### config.mk
export PLATFORM = sky130hd
export DESIGN_NAME = wb_master_bridge_flat
export DESIGN_NICKNAME = d
export VERILOG_FILES = /design/src/rtl/wb_bridge_pkg.sv /design/src/rtl/wb_master_bridge_if.sv /design/src/rtl/wb_watchdog.sv /design/src/rtl/wb_master_bridge.sv /design/src/flat_wrapper.sv
export SDC_FILE = /design/constraint.sdc
export NUM_CORES = 1
export LEC_CHECK = 0
export ABC_AREA = 1
export ABC_CLOCK_PERIOD_IN_PS = 3510
export BUFFER_PORTS_ARGS = -buffer_cell sky130_fd_sc_hd__buf_2
export CORE_UTILIZATION = 30
export CTS_CLUSTER_DIAMETER = 80
export DETAILED_ROUTE_END_ITERATION = 8
export PLACE_DENSITY = 0.5
export SYNTH_ARGS = -nofsm -noshare
export SYNTH_HDL_FRONTEND = slang
export SYNTH_HIERARCHICAL = 1
export SYNTH_SLANG_ARGS = --single-unit
### constraint.sdc
create_clock -name clk -period 3.51 [get_ports clk]
set_input_delay 0.5265 -clock clk [delete_from_list [all_inputs] [get_ports clk]]
set_output_delay 0.5265 -clock clk [all_outputs]
set_load 0.005 [all_outputs]
### src/rtl/wb_bridge_pkg.sv
// Shared state encodings and sizing helper for the Wishbone master bridge.
package wb_bridge_pkg;

    localparam logic [1:0] WB_IDLE           = 2'd0;
    localparam logic [1:0] WB_BUSY           = 2'd1;
    localparam logic [1:0] WB_RETRY_GAP      = 2'd2;
    localparam logic [1:0] WB_WAIT_FOR_STALL = 2'd3;

    // Counter width for values 0..value-1, never narrower than one bit.
    function automatic int clog2_min1(input int value);
        return (value <= 2) ? 1 : $clog2(value);
    endfunction

endpackage

### src/rtl/wb_master_bridge_if.sv
// Wishbone B3 classic-cycle signal bundle between the bridge and the interconnect.
interface wb_master_bridge_if #(
    parameter int DW = 32,
    parameter int AW = 32
);
    logic [AW-1:0]   wb_adr_o;
    logic [DW-1:0]   wb_dat_o;
    logic            wb_we_o;
    logic [DW/8-1:0] wb_sel_o;
    logic            wb_stb_o;
    logic            wb_cyc_o;
    logic [DW-1:0]   wb_dat_i;
    logic            wb_ack_i;
    logic            wb_err_i;
    logic            wb_rty_i;

    modport master (
        output wb_adr_o, wb_dat_o, wb_we_o, wb_sel_o, wb_stb_o, wb_cyc_o,
        input  wb_dat_i, wb_ack_i, wb_err_i, wb_rty_i
    );

    modport slave (
        input  wb_adr_o, wb_dat_o, wb_we_o, wb_sel_o, wb_stb_o, wb_cyc_o,
        output wb_dat_i, wb_ack_i, wb_err_i, wb_rty_i
    );
endinterface

### src/rtl/wb_watchdog.sv
// Counts unterminated BUSY cycles and flags the last one allowed before a forced error.
module wb_watchdog
    import wb_bridge_pkg::*;
#(
    parameter int TIMEOUT = 255
) (
    input  logic clk,
    input  logic rst,
    input  logic clear,
    input  logic count_en,
    output logic expire
);
    generate
        if (TIMEOUT == 0) begin : g_off
            logic unused_ok;
            assign unused_ok = ^{clk, rst, clear, count_en};
            assign expire    = 1'b0;
        end else begin : g_on
            localparam int TW = clog2_min1(TIMEOUT + 1);

            logic [TW-1:0] tmo_cnt_q, tmo_cnt_d;

            assign expire = count_en && (tmo_cnt_q == TW'(TIMEOUT - 1));

            // Saturates at TIMEOUT-1; the bridge leaves BUSY on that cycle anyway.
            always_comb begin
                tmo_cnt_d = tmo_cnt_q;
                if (clear) begin
                    tmo_cnt_d = '0;
                end else if (count_en && !expire) begin
                    tmo_cnt_d = tmo_cnt_q + TW'(1);
                end
            end

            always_ff @(posedge clk) begin
                if (rst) begin
                    tmo_cnt_q <= '0;
                end else begin
                    tmo_cnt_q <= tmo_cnt_d;
                end
            end
        end
    endgenerate
endmodule

### src/rtl/wb_master_bridge.sv
// CPU-to-Wishbone B3 classic-cycle master: one access at a time, bounded RTY
// re-issue, watchdog-to-error conversion, result held across pipeline stalls.
module wb_master_bridge
    import wb_bridge_pkg::*;
#(
    parameter int DW        = 32,
    parameter int AW        = 32,
    parameter int STALLW    = 6,
    parameter int TIMEOUT   = 255,
    parameter int MAX_RETRY = 3
) (
    input  logic               clk,
    input  logic               rst,
    input  logic [STALLW-1:0]  stall_i,
    input  logic               flush_i,
    input  logic               cpu_ce_i,
    input  logic               cpu_we_i,
    input  logic [AW-1:0]      cpu_addr_i,
    input  logic [DW-1:0]      cpu_data_i,
    input  logic [DW/8-1:0]    cpu_sel_i,
    output logic [DW-1:0]      cpu_data_o,
    output logic               cpu_err_o,
    output logic               stallreq_o,
    wb_master_bridge_if.master wb
);
    // state             | meaning
    // WB_IDLE           | no access; accepts a CPU request
    // WB_BUSY           | cyc/stb driven, waiting for ack/err/rty or watchdog
    // WB_RETRY_GAP      | one bus-idle cycle before re-issuing after RTY
    // WB_WAIT_FOR_STALL | access done, result presented until stall_i clears

    localparam int RW = clog2_min1(MAX_RETRY + 1);

    logic [1:0]      state_q, state_d;
    logic [AW-1:0]   adr_q, adr_d;
    logic [DW-1:0]   dat_q, dat_d;
    logic            we_q, we_d;
    logic [DW/8-1:0] sel_q, sel_d;
    logic            stb_q, stb_d;
    logic            cyc_q, cyc_d;
    logic [DW-1:0]   rd_buf_q, rd_buf_d;
    logic            err_buf_q, err_buf_d;
    logic [RW-1:0]   retry_cnt_q, retry_cnt_d;

    logic            live, t_ack, t_err, t_rty, quiet, retry_left;
    logic            wd_clear, wd_expire, bus_clear;
    logic [DW-1:0]   cpu_data;
    logic            cpu_err, stallreq;

    // Terminations only count while a cycle is actually on the bus.
    assign live       = (state_q == WB_BUSY) && cyc_q && stb_q;
    assign t_ack      = live && wb.wb_ack_i;
    assign t_err      = live && wb.wb_err_i;
    assign t_rty      = live && wb.wb_rty_i;
    assign quiet      = live && !wb.wb_ack_i && !wb.wb_err_i && !wb.wb_rty_i;
    assign retry_left = (retry_cnt_q != RW'(MAX_RETRY));

    wb_watchdog #(.TIMEOUT(TIMEOUT)) u_watchdog (
        .clk      (clk),
        .rst      (rst),
        .clear    (wd_clear),
        .count_en (quiet),
        .expire   (wd_expire)
    );

    always_comb begin
        state_d     = state_q;
        adr_d       = adr_q;
        dat_d       = dat_q;
        we_d        = we_q;
        sel_d       = sel_q;
        stb_d       = stb_q;
        cyc_d       = cyc_q;
        rd_buf_d    = rd_buf_q;
        err_buf_d   = err_buf_q;
        retry_cnt_d = retry_cnt_q;
        wd_clear    = 1'b0;
        bus_clear   = 1'b0;
        cpu_data    = '0;
        cpu_err     = 1'b0;
        stallreq    = 1'b0;

        case (state_q)
            WB_IDLE: begin
                if (cpu_ce_i && !flush_i) begin
                    adr_d       = cpu_addr_i;
                    dat_d       = cpu_data_i;
                    we_d        = cpu_we_i;
                    sel_d       = cpu_sel_i;
                    cyc_d       = 1'b1;
                    stb_d       = 1'b1;
                    retry_cnt_d = '0;
                    wd_clear    = 1'b1;
                    stallreq    = 1'b1;
                    state_d     = WB_BUSY;
                end
            end
            WB_BUSY: begin
                if (t_ack) begin
                    bus_clear = 1'b1;
                    rd_buf_d  = we_q ? '0 : wb.wb_dat_i;
                    err_buf_d = 1'b0;
                    cpu_data  = rd_buf_d;
                    state_d   = (stall_i != '0) ? WB_WAIT_FOR_STALL : WB_IDLE;
                end else if (t_err || (t_rty && !retry_left) || wd_expire) begin
                    bus_clear = 1'b1;
                    rd_buf_d  = '0;
                    err_buf_d = 1'b1;
                    cpu_err   = 1'b1;
                    state_d   = (stall_i != '0) ? WB_WAIT_FOR_STALL : WB_IDLE;
                end else if (t_rty) begin
                    // Request fields stay latched so the re-issue is identical.
                    cyc_d       = 1'b0;
                    stb_d       = 1'b0;
                    retry_cnt_d = retry_cnt_q + RW'(1);
                    stallreq    = 1'b1;
                    state_d     = WB_RETRY_GAP;
                end else if (flush_i) begin
                    bus_clear = 1'b1;
                    rd_buf_d  = '0;
                    state_d   = WB_IDLE;
                end else begin
                    stallreq = 1'b1;
                end
            end
            WB_RETRY_GAP: begin
                if (flush_i) begin
                    bus_clear = 1'b1;
                    state_d   = WB_IDLE;
                end else begin
                    cyc_d    = 1'b1;
                    stb_d    = 1'b1;
                    wd_clear = 1'b1;
                    stallreq = 1'b1;
                    state_d  = WB_BUSY;
                end
            end
            WB_WAIT_FOR_STALL: begin
                cpu_data = rd_buf_q;
                cpu_err  = err_buf_q;
                if (stall_i == '0) begin
                    state_d = WB_IDLE;
                end
            end
            default: begin
                bus_clear = 1'b1;
                state_d   = WB_IDLE;
            end
        endcase

        if (bus_clear) begin
            adr_d = '0;
            dat_d = '0;
            we_d  = 1'b0;
            sel_d = '0;
            stb_d = 1'b0;
            cyc_d = 1'b0;
        end
    end

    always_ff @(posedge clk) begin
        if (rst) begin
            state_q     <= WB_IDLE;
            adr_q       <= '0;
            dat_q       <= '0;
            we_q        <= 1'b0;
            sel_q       <= '0;
            stb_q       <= 1'b0;
            cyc_q       <= 1'b0;
            rd_buf_q    <= '0;
            err_buf_q   <= 1'b0;
            retry_cnt_q <= '0;
        end else begin
            state_q     <= state_d;
            adr_q       <= adr_d;
            dat_q       <= dat_d;
            we_q        <= we_d;
            sel_q       <= sel_d;
            stb_q       <= stb_d;
            cyc_q       <= cyc_d;
            rd_buf_q    <= rd_buf_d;
            err_buf_q   <= err_buf_d;
            retry_cnt_q <= retry_cnt_d;
        end
    end

    assign cpu_data_o  = rst ? '0 : cpu_data;
    assign cpu_err_o   = rst ? 1'b0 : cpu_err;
    assign stallreq_o  = rst ? 1'b0 : stallreq;

    assign wb.wb_adr_o = adr_q;
    assign wb.wb_dat_o = dat_q;
    assign wb.wb_we_o  = we_q;
    assign wb.wb_sel_o = sel_q;
    assign wb.wb_stb_o = stb_q;
    assign wb.wb_cyc_o = cyc_q;
endmodule
### src/flat_wrapper.sv
// flat-port wrapper written by rule: the top's interface ports become plain ports
module wb_master_bridge_flat import wb_bridge_pkg::*;
#(
    parameter int DW        = 32,
    parameter int AW        = 32,
    parameter int STALLW    = 6,
    parameter int TIMEOUT   = 255,
    parameter int MAX_RETRY = 3
)
  (clk, rst, stall_i, flush_i, cpu_ce_i, cpu_we_i, cpu_addr_i, cpu_data_i, cpu_sel_i, cpu_data_o, cpu_err_o, stallreq_o, wb_wb_adr_o, wb_wb_dat_o, wb_wb_we_o, wb_wb_sel_o, wb_wb_stb_o, wb_wb_cyc_o, wb_wb_dat_i, wb_wb_ack_i, wb_wb_err_i, wb_wb_rty_i);
  wb_master_bridge_if #(.DW(DW), .AW(AW)) wb_i ();
  input  logic clk;
  input  logic rst;
  input  logic [STALLW-1:0] stall_i;
  input  logic flush_i;
  input  logic cpu_ce_i;
  input  logic cpu_we_i;
  input  logic [AW-1:0] cpu_addr_i;
  input  logic [DW-1:0] cpu_data_i;
  input  logic [DW/8-1:0] cpu_sel_i;
  output logic [DW-1:0] cpu_data_o;
  output logic cpu_err_o;
  output logic stallreq_o;
  output wire logic [$bits(wb_i.wb_adr_o)-1:0] wb_wb_adr_o;
  output wire logic [$bits(wb_i.wb_dat_o)-1:0] wb_wb_dat_o;
  output wire logic [$bits(wb_i.wb_we_o)-1:0] wb_wb_we_o;
  output wire logic [$bits(wb_i.wb_sel_o)-1:0] wb_wb_sel_o;
  output wire logic [$bits(wb_i.wb_stb_o)-1:0] wb_wb_stb_o;
  output wire logic [$bits(wb_i.wb_cyc_o)-1:0] wb_wb_cyc_o;
  input wire logic [$bits(wb_i.wb_dat_i)-1:0] wb_wb_dat_i;
  input wire logic [$bits(wb_i.wb_ack_i)-1:0] wb_wb_ack_i;
  input wire logic [$bits(wb_i.wb_err_i)-1:0] wb_wb_err_i;
  input wire logic [$bits(wb_i.wb_rty_i)-1:0] wb_wb_rty_i;
  assign wb_wb_adr_o = wb_i.wb_adr_o;
  assign wb_wb_dat_o = wb_i.wb_dat_o;
  assign wb_wb_we_o = wb_i.wb_we_o;
  assign wb_wb_sel_o = wb_i.wb_sel_o;
  assign wb_wb_stb_o = wb_i.wb_stb_o;
  assign wb_wb_cyc_o = wb_i.wb_cyc_o;
  assign wb_i.wb_dat_i = wb_wb_dat_i;
  assign wb_i.wb_ack_i = wb_wb_ack_i;
  assign wb_i.wb_err_i = wb_wb_err_i;
  assign wb_i.wb_rty_i = wb_wb_rty_i;
  wb_master_bridge #(.DW(DW), .AW(AW), .STALLW(STALLW), .TIMEOUT(TIMEOUT), .MAX_RETRY(MAX_RETRY)) u_core (.clk(clk), .rst(rst), .stall_i(stall_i), .flush_i(flush_i), .cpu_ce_i(cpu_ce_i), .cpu_we_i(cpu_we_i), .cpu_addr_i(cpu_addr_i), .cpu_data_i(cpu_data_i), .cpu_sel_i(cpu_sel_i), .cpu_data_o(cpu_data_o), .cpu_err_o(cpu_err_o), .stallreq_o(stallreq_o), .wb(wb_i));
endmodule
### Yosys cells after proc, flatten, opt, wreduce, memory -nomap -nowiden

Index checks and enable logic that the tools add are counted.

| word-level totals | value |
|---|---|
| memory bits (writable) | 0 |
| bits in read-only memories | 0 |
| bits in latches | 0 |
| input port bits | 114 |
| bits in registers | 115 |
| memories | 0 |

| operators by class | value |
|---|---|
| eq/ne operators | 13 |
| multipliers | 0 |
| shift-type cells | 0 |
| bitwise operators | 0 |
| div/mod/pow operators | 0 |
| reductions and logical operators | 35 |
| order comparisons | 0 |
| muxes and demuxes | 47 |
| add/subtract/negate cells | 2 |

Operators with widths:

| operator | number |
|---|---|
| $mux W32 | 7 |
| $pmux W32 S2 | 1 |
| $mux W2 | 11 |
| $mux W1 | 21 |
| $logic_and A1 B1 Y1 | 12 |
| $add A8 B1 Y8 const B | 1 |
| $eq A8 B8 Y1 const B | 1 |
| $ne A2 B2 Y1 const B | 4 |
| $pmux W2 S4 | 1 |
| $logic_not A1 Y1 | 6 |
| $logic_not A6 Y1 | 1 |
| $ne A2 B1 Y1 const B | 3 |
| $pmux W1 S2 | 3 |
| $pmux W1 S3 | 2 |
| $reduce_and A3 Y1 | 2 |
| $reduce_and A6 Y1 | 1 |
| $reduce_bool A3 Y1 | 2 |
| $reduce_bool A6 Y1 | 1 |
| $ne A5 B3 Y1 const B | 1 |
| $reduce_and A5 Y1 | 1 |
| $eq A2 B2 Y1 const B | 2 |
| $pmux W2 S2 | 1 |
| $reduce_and A2 Y1 | 2 |
| $reduce_bool A2 Y1 | 2 |
| other kinds (6) | 8 |

### Longest topological paths before layout

Gate-level depths: netlist of run 1.

| logic depth | value |
|---|---|
| depth in word-level cells | 12 |
| gate-level depth with buffers | 17 |

### Modules after synthesis

The synthesis of run 1 kept the hierarchy.

By module, submodules not included:

| module | cells an instance | seq. area each (µm²) | instances | area each (µm²) |
|---|---|---|---|---|
| wb_master_bridge | 600 | 2142.1 | 1 | 4782.1 |
| wb_watchdog | 70 | 160.2 | 1 | 481.7 |

### Worst setup path before layout of run 1

Ideal clock, no wire load.

| path | value |
|---|---|
| path type | register to output |
| start point | register u_core.state_q[1] |
| end point | output port cpu_err_o |
| data required time | 2.984 ns |
| path buffers | 1 |
| stages on the path, launching flop included | 16 |
| setup slack | 0.777 ns |
| data arrival time | 2.207 ns |
| cell sequence | dfxtp_1 -> inv_1 -> ha_1 -> buf_6 -> nand2_1 -> nor4_1 -> inv_1 -> nor2_1 -> inv_1 -> nand2_1 -> inv_1 -> nand2_1 -> nand2_1 -> nand2_1 -> nand2_1 -> a21oi_1 |

| on the way | value |
|---|---|
| longest elaborated chain between the ends | 12 |
| elaborated cells on any way between the ends | 18 |

Ends and longest elaborated chain:

| item | line | source |
|---|---|---|
| start, declared | wb_master_bridge.sv:34 | `logic [1:0] state_q, state_d;` |
| start signal, assigned | wb_master_bridge.sv:174 | `state_q <= state_d;` |
| $eq A2 B1 Y1 | wb_master_bridge.sv:51 | `assign live = (state_q == WB_BUSY) && cyc_q && stb_q;` |
| $logic_and A1 B1 Y1 (2 in series) | wb_master_bridge.sv:51 |  |
| $logic_and A1 B1 Y1 (3 in series) | wb_master_bridge.sv:55 | `assign quiet = live && !wb.wb_ack_i && !wb.wb_err_i && !wb.wb_rty_i;` |
| named net u_core.quiet | wb_master_bridge.sv:45 | `logic live, t_ack, t_err, t_rty, quiet, retry_left;` |
| $logic_and A1 B1 Y1 | wb_watchdog.sv:23 | `assign expire = count_en && (tmo_cnt_q == TW'(TIMEOUT - 1));` |
| named net u_core.wd_expire | wb_master_bridge.sv:46 | `logic wd_clear, wd_expire, bus_clear;` |
| $logic_or A1 B1 Y1 | wb_master_bridge.sv:105 | `end else if (t_err \|\| (t_rty && !retry_left) \|\| wd_expire) begin` |
| $mux W1 | wb_master_bridge.sv:105 |  |
| $mux W1 | wb_master_bridge.sv:99 | `if (t_ack) begin` |
| $pmux W1 S2 | wb_master_bridge.sv:83 | `case (state_q)` |
| $mux W1 | wb_master_bridge.sv:188 | `assign cpu_err_o = rst ? 1'b0 : cpu_err;` |
| end, declared | flat_wrapper.sv:22 | `output logic cpu_err_o;` |

The timed path passes the listed nets, and every way through them passes these cells.

### Worst setup path in the final report of run 1

Ends and elaborated chain as after synthesis.

==> impl_metrics.toml, run 1 <==
[setup_path]
cp_slowest_stage_delay_ns = 0.33
critPathLaunch = "u_core/state_q[1]$_SDFFE_PP0P_"
cp-start-kind = "register"
cp_max_fo = 10
criticalPathCategory = "reg -> out"
crit_chain = "inv_1 > ha_2 > nand2_1 > nor4_1 > buf_4 > inv_1 > nor2_1 > inv_1 > nand2_1 > inv_1 > nand2_1 > nand2_1 > nand2_1 > nand2_1 > a21oi_1 > buf_2"
worst_path_max_delay_cell = "dfxtp_1"
worstSetupEndpointType = "output port"
r2r_start = "u_core/state_q[1]$_SDFFE_PP0P_"
required_ns = 2.98
arrival_ns = 2.58
critPathMostFrequentCell = "nand2_1"

[synth]
async_reset_ff_frac = 0
synthFlopType = "dfxtp_1"
syn-num-nets = 791
synth_common_cells = "nand2_1, dfxtp_1, nor2_1"
post-synth-top-area-fraction = 0.4374
ys_seq_area_frac = 0.4374
synth_area_mm2 = 0.005264
synth_seq_cells = 115
synth_edf_count = 0
synth_area_leader_cell = "dfxtp_1"
synthTopCellsByArea = "dfxtp_1, mux2_2, nand2_1, a21oi_1, nor2_1"
synthCells = 670
ys_warn_count = 6
synth.most_common_cell = "nand2_1"
syn_avg_cell_area_um2 = 7.856
post_synth_num_cell_types = 25

[clock_network]
cts_sinks = 115
cts_made_buffers = 17
htree_num_levels = 4
cts_buffer_depth = 2
holdBufCountCts = 0
clock-root-buffer = "clkbuf_16"
cts_tree = "built"
post_cts_buffers = 0
cts.clk_slew.worst_paths_ns = 0.05
insertion_delay_ns = 0.40

[placement]
routabilityCongestion = 0.7636
dp_hpwl_um = 9225
port_buffers = 218

[min_path]
holdCritStartpoint = "wb_wb_dat_i[6]"
hold_path.class = "in -> reg"

[global_route]
grt_max_degree = 46
grt_use_total = 0.1458
grt_pass1_wl_um = 20800
grt_pass1_vias = 4257
grt_overflow = 0
antenna_found_initial = 0

[sta]
setup_viol = 0
drv_slew = 0
fmax_ghz = 0.3215
maxSlewHeadroom = 0.6405
rsz0062_at_grt = "no"
post-route-period-util = 0.8861
hold_viol_final = 0
fin_setup_tns_ns = 0
fin_crit_ns = 3.110
clock_skew_ns = 0.006111
tightest_slew_ns = 0.5393

[layout]
nFillCells = 1771
layout-drive-gt1-share = 0.3764
area_growth_pct = 33.80
antenna_cells = 0
final_nets = 1001
fin_util = 0.4086

[floorplanning]
die_w_um = 134.5
dieArea_mm2 = 0.01808
die_h_um = 134.5
start_util = 0.3054
ios = 219
fp-row-count = 48
core_mm2 = 0.01724

[power]
power.density_mw_per_mm2 = 578.6
vdd_drop_max_uv = 344.5
p_leak_nw = 3.368

[job]
cap_violations = 0

[status]
status = "complete, no violations"

[detailed_routing]
drtIter0Drc = 187
wire_per_inst_um = 11.69
drt_drc_violations_left = 0
drtAntennaViolNets = 0
vias = 4749
firstDrtPassIters = 5
routed_wl_um = 13040
vias_per_cell = 4.259
==> cell type report <==
cell class	count	area, um^2	share of cell area
clock buffer	22	464.2	0.06591
clock inverter	7	60.06	0.008527
inverter	92	347.8	0.04939
multi-input combinational	429	2419	0.3434
sequential	115	2302	0.3269
tap	225	281.5	0.03997
timing repair buffer	225	1169	0.1659
==> where the power goes <==
part / total, W / internal [W] / leakage (nW) / switching, W
Sequential: 0.00153 / 0.00145 / 0.933 / 0.0000766
Clock: 0.00155 / 0.000988 / 0.265 / 0.000560
Combinational: 0.000998 / 0.000466 / 2.17 / 0.000532
Total: 0.00408 / 0.00291 / 3.37 / 0.00117
==> cell usage in the layout (no fill, tap or decap) <==
master       n
buf_2      218
nand2_1    146
dfxtp_1    115
nor2_1      94
inv_1       91
a21oi_1     73
mux2_2      69
clkbuf_16   17
nand3_1      9
nand4_1      8
clkinv_2     6
ha_1         6
buf_4        5
o21ai_0      4
nand2_2      4
clkbuf_1     3
nand3_2      3
nand2_4      3
clkbuf_8     2
buf_12       2
xnor2_1      2
bufinv_16    1
nand3_4      1
nor2_2       1
nor4_1       1
and2_1       1
a21boi_0     1
ha_2         1
nor2_4       1
inv_4        1
xor2_1       1
==> registers in the layout, summed over array words and instances (netlist names) <==
register	flops
u_core/err_buf_q	1
u_core/rd_buf_q	32
u_core/retry_cnt_q	2
u_core/state_q	2
u_core/u_watchdog/g_on.tmo_cnt_q	8
u_core/wb.wb_adr_o	32
u_core/wb.wb_cyc_o	1
u_core/wb.wb_dat_o	32
u_core/wb.wb_sel_o	4
u_core/wb.wb_we_o	1
==> timing repair <==
action,CTS,global route
endpoints found under the setup margin,0,1
endpoints found under the hold margin,0,0
resized for setup,0,1
==> kinds of logic after synthesis <==
logic type	count (synthesis)	synth area share
buf+inv	126	0.1055
simple gates	272	0.2132
mux	69	0.1476
compound gates	78	0.07464
flops	115	0.4374
fa+ha+maj	7	0.01664
xor+xnor	3	0.004993
==> layer usage <==
layer / vias up / GRT usage / routed length [um]
li1: 2513 / - / -
met1: 2077 / 0.1805 / 5942
met2: 152 / 0.2225 / 5899
met3: 7 / 0.06569 / 1114
met4: 0 / 0.05243 / 80
met5: - / 0 / 0
==> through the flow <==
stage               hold slack (ns)  worst slack [ns]  std cells  cell area (um^2)  power [W]
CTS                          0.3740            0.2553       1115              7041   0.004157
floorplan                    0.4399            0.7766        670              5264   0.002261
global placement             0.4528            0.7305       1086              6516   0.002566
finish                       0.4014            0.3997       1115              7043   0.004075
detailed placement           0.4540            0.6956       1086              6516   0.002564
global route                 0.3809         0.0003340       1115              7043   0.004347
==> path summary, 6_finish.rpt <==
path | end | slack [ns] | cells past startpoint
setup / recovery | cpu_err_o | 0.40 | 16
hold / removal | u_core/rd_buf_q[6]$_SDFFE_PP0P_ | 0.40 | 3
setup reg to reg | u_core/wb.wb_dat_o[10]$_SDFFE_PP0P_ | 0.95 | 17
hold reg to reg | u_core/rd_buf_q[21]$_SDFFE_PP0P_ | 0.46 | 2
==> critical path, delay by kind of cell (launching register included) <==
family	cells	cell delay, ns
buf+inv	6	0.60
fa+ha+maj	1	0.31
simple gates	8	0.80
compound gates	1	0.14
flops	1	0.33
No activity file was read; power rests on OpenSTA's default activity.
==> run 2: changes to the inputs <==
RECOVER_POWER = 100   (was unset)
==> impl_metrics.toml, run 2 (synthesis results as in run 1) <==
[placement]
dp_hpwl_um = 9225
port_buffers = 218
routabilityCongestion = 0.7636

[detailed_routing]
drt_drc_violations_left = 0
vias = 4739
firstDrtPassIters = 4
wire_per_inst_um = 11.66
vias_per_cell = 4.250
routed_wl_um = 13000
drtIter0Drc = 185
drtAntennaViolNets = 0

[floorplanning]
core_mm2 = 0.01724
dieArea_mm2 = 0.01808
start_util = 0.3054
ios = 219
die_h_um = 134.5
die_w_um = 134.5
fp-row-count = 48

[layout]
final_common_cell = "buf_2"
mostFrequentLayoutCells = "buf_2, nand2_1, dfxtp_1, nor2_1, inv_1"
layout-drive-gt1-share = 0.3258
nFillCells = 1792
fin_util = 0.4053
antenna_cells = 0
final_nets = 1001
area_growth_pct = 32.73
multiInputGateArea_mm2 = 0.002419
register_area_mm2 = 0.002302

[setup_path]
worstSetupEndpointType = "output port"
arrival_ns = 2.58
required_ns = 2.98
cp_max_fo = 10
criticalPathCategory = "reg -> out"
cp-start-kind = "register"

[clock_network]
cts_tree = "built"
cts.clk_slew.worst_paths_ns = 0.05
htree_num_levels = 4
cts_made_buffers = 17
insertion_delay_ns = 0.40
clock-root-buffer = "clkbuf_16"
cts_sinks = 115
cts_buffer_depth = 2
post_cts_buffers = 0
cts_resized = 0
holdBufCountCts = 0

[global_route]
grt_max_degree = 46
grt_pass1_wl_um = 20800
grt_use_total = 0.1458
grt_overflow = 0
grt_pass1_vias = 4257
antenna_found_initial = 0

[sta]
clock_skew_ns = 0.005723
hold_viol_final = 0
setup_viol = 0
drv_slew = 0
fin_setup_tns_ns = 0
post-route-period-util = 0.8861
rsz0062_at_grt = "no"
fmax_ghz = 0.3215
fin_crit_ns = 3.110
tightest_slew_ns = 0.5267
maxSlewHeadroom = 0.6489

[power]
vdd_drop_max_uv = 349.3
p_leak_nw = 3.178
power.density_mw_per_mm2 = 581.4

[status]
status = "complete, no violations"

[job]
cap_violations = 0

[min_path]
hold_path.class = "in -> reg"
==> run 2: cell type report <==
class	count	area share
Clock inverter	7	0.008596
Multi-Input combinational cell	429	0.3462
Timing Repair Buffer	225	0.1592
Inverter	92	0.04979
Sequential cell	115	0.3295
Clock buffer	22	0.06644
Tap cell	225	0.04029
==> run 2: where the power goes <==
| part | internal (W) | switching [W] |
|---|---|---|
| logic | 0.000448 | 0.000533 |
| clock network | 0.000988 | 0.000562 |
| registers | 0.00145 | 0.0000784 |
| total | 0.00289 | 0.00117 |
==> run 2: stage by stage <==
stage | power [W] | worst slack, ns | hold slack [ns] | instance area, um^2 | instances
floorplan | 0.002261 | 0.7766 | 0.4399 | 5264 | 670
global placement | 0.002566 | 0.7305 | 0.4528 | 6516 | 1086
detailed placement | 0.002564 | 0.6956 | 0.4540 | 6516 | 1086
CTS | 0.004157 | 0.2553 | 0.3740 | 7041 | 1115
global route | 0.004328 | 0.0003340 | 0.3809 | 6987 | 1115
finish | 0.004062 | 0.3999 | 0.4012 | 6987 | 1115
==> run 2: path summary, 6_finish.rpt <==
| kind | to | cells past startpoint | start | slack (ns) |
|---|---|---|---|---|
| worst max-delay path | cpu_err_o | 16 | u_core/state_q[1]$_SDFFE_PP0P_ | 0.40 |
| worst max register to register | u_core/wb.wb_dat_o[24]$_SDFFE_PP0P_ | 17 | u_core/state_q[1]$_SDFFE_PP0P_ | 0.95 |
| worst min register to register | u_core/rd_buf_q[21]$_SDFFE_PP0P_ | 2 | u_core/rd_buf_q[21]$_SDFFE_PP0P_ | 0.46 |
| worst min-delay path | u_core/rd_buf_q[6]$_SDFFE_PP0P_ | 3 | wb_wb_dat_i[6] | 0.40 |
==> run 2: per-layer routing <==
metal,track usage,part of all wire
met5,0,0
met4,0.05243,0.0099
met3,0.06569,0.087
met2,0.2225,0.45
met1,0.1805,0.46
==> run 2: critical path: stages, from the launching register on <==
cell     delay (ns)
dfxtp_1        0.33
inv_1          0.11
ha_2           0.31
nand2_1        0.08
nor4_1         0.17
buf_4          0.20
inv_1          0.04
nor2_1         0.09
inv_1          0.04
nand2_1        0.05
inv_1          0.06
nand2_1        0.08
nand2_1        0.13
nand2_1        0.12
nand2_1        0.08
a21oi_1        0.14
buf_2          0.14
==> run 3: changes to the inputs <==
GPL_TIMING_DRIVEN = 0   (was unset)
==> impl_metrics.toml, run 3 (synthesis results as in run 1) <==
[detailed_routing]
firstDrtPassIters = 4
routed_wl_um = 14210
wl_met2_um = 6439
vias_per_cell = 4.259
drtAntennaViolNets = 0
drtIter0Drc = 184
vias = 4877
drt_drc_violations_left = 0
wire_per_inst_um = 12.41
met3WireLength_um = 1159
wl_met1_um = 6429
highest_layer = "met4"

[status]
status = "complete, no violations"

[clock_network]
htree_num_levels = 4
cts.clk_slew.worst_paths_ns = 0.05
cts_made_buffers = 17
cts_sinks = 115
cts_tree = "built"
insertion_delay_ns = 0.41
cts_buffer_depth = 2
clock-root-buffer = "clkbuf_16"

[power]
switching_share = 0.2903
p_switching_w = 0.001224
p_int_w = 0.002992
pwr-share-seq = 0.362
comb_power_share = 0.237
power.density_mw_per_mm2 = 596.8
pwr-share-clk = 0.401
p_leak_nw = 3.083
vdd_drop_max_uv = 354.8

[layout]
final_nets = 1028
register_area_mm2 = 0.002302
multiInputGateArea_mm2 = 0.002401
mostFrequentLayoutCells = "buf_2, nand2_1, dfxtp_1, clkbuf_1, nor2_1"
area_growth_pct = 34.18
nFillCells = 1895
final_area_mm2 = 0.007063
layout-drive-gt1-share = 0.2862

[global_route]
grt_max_degree = 17
grt_pass1_vias = 4638
grt_overflow = 0
grt_use_total = 0.1604
antenna_found_initial = 1
grt_pass1_wl_um = 22570

[floorplanning]
dieArea_mm2 = 0.01808
die_w_um = 134.5
core_mm2 = 0.01724
ios = 219
die_h_um = 134.5
start_util = 0.3054
fp-row-count = 48

[setup_path]
crit_chain = "inv_1 > ha_1 > buf_6 > nand3_1 > nor2_1 > clkbuf_1 > nand2_1 > a21oi_1 > buf_2"
arrival_ns = 2.66
cp_slowest_stage_delay_ns = 0.41
cp-start-kind = "register"
required_ns = 2.98
worst_path_max_delay_cell = "nor2_1"
cp_max_fo = 10
criticalPathCategory = "reg -> out"
worstSetupEndpointType = "output port"

[sta]
drv_slew = 0
hold_viol_final = 0
clock_skew_ns = 0.006231
fin_crit_ns = 3.189
fmax_ghz = 0.3136
post-route-period-util = 0.9085
maxSlewHeadroom = 0.5955
rsz0062_at_grt = "no"
fin_setup_tns_ns = 0
setup_viol = 0
tightest_slew_ns = 0.6067

[job]
cap_violations = 0

[placement]
place_area_mm2 = 0.006636
routabilityCongestion = 0.7364
dp_hpwl_um = 10580
port_buffers = 218

[min_path]
hold_path.class = "in -> reg"
## run 3: cell count changes in the layout (fill, tap and decap cells not counted), sizes merged
cell and delta:
clkinv -3, bufinv +1, clkinvlp +4, buf -27, clkbuf +54, diode +1
## run 3: path summary, 6_finish.rpt
path | start | endpoint | slack, ns | cells past startpoint
max | u_core/state_q[1]$_SDFFE_PP0P_ | cpu_data_o[29] | 0.32 | 9
min | wb_wb_dat_i[22] | u_core/rd_buf_q[22]$_SDFFE_PP0P_ | 0.40 | 3
max reg2reg | u_core/state_q[1]$_SDFFE_PP0P_ | u_core/wb.wb_dat_o[8]$_SDFFE_PP0P_ | 0.66 | 17
min reg2reg | u_core/rd_buf_q[4]$_SDFFE_PP0P_ | u_core/rd_buf_q[4]$_SDFFE_PP0P_ | 0.46 | 2
## run 3: per-stage QoR
stage / hold slack, ns / util / instances / worst slack, ns / total power [W]
after floorplan: 0.4399 / - / 670 / 0.7766 / 0.002261
after global placement: 0.4495 / 0.3850 / 1113 / 0.2886 / 0.002619
after detailed placement: 0.4523 / 0.3850 / 1113 / 0.3135 / 0.002622
after CTS: 0.3812 / 0.4190 / 1144 / 0.1697 / 0.004342
after global routing: 0.3857 / 0.4096 / 1144 / 0.03070 / 0.004472
final: 0.3977 / 0.4098 / 1145 / 0.3211 / 0.004215
## run 3: power groups by stage
stage	clock network [W]	logic, W	registers [W]
after floorplan	0	0.000705	0.00156
after global placement	0	0.00107	0.00155
after detailed placement	0	0.00107	0.00155
after CTS	0.00174	0.00107	0.00153
after global routing	0.00179	0.00113	0.00155
final	0.00169	0.000998	0.00153
## run 3: area by class of cell
class	count	share of cell area
repair buffers	218	0.1417
plain buffers	34	0.02090
well taps	225	0.03986
clock inverters	9	0.01488
flip-flops and latches	115	0.3260
multi-input cells	429	0.3399
inverters	92	0.04925
clock buffers	22	0.06714
diodes	1	0.0003543
## run 3: layer usage
layer | vias to the layer above | GRT usage
li1 | 2570 | -
met3 | 13 | 0.06006
met5 | - | 0
met2 | 160 | 0.2596
met1 | 2134 | 0.1934
met4 | 0 | 0.05993
## run 3: what timing repair did
| item | CTS | global route |
|---|---|---|
| buffers inserted | 0 | 0 |
| hold buffers | 0 | 0 |
| gates cloned | 0 | 0 |
| setup endpoints to repair | 2 | 1 |
| resized for setup | 1 | 1 |
## run 3: worst max-delay path, delay by kind of cell, from the launching register on
kind / cells / cell delay, ns
AND/OR/NAND/NOR: 3 / 0.83
buffers and inverters: 4 / 0.76
flip-flops: 1 / 0.32
AO/OA/AOI/OAI: 1 / 0.18
adder cells (fa/ha/maj): 1 / 0.16
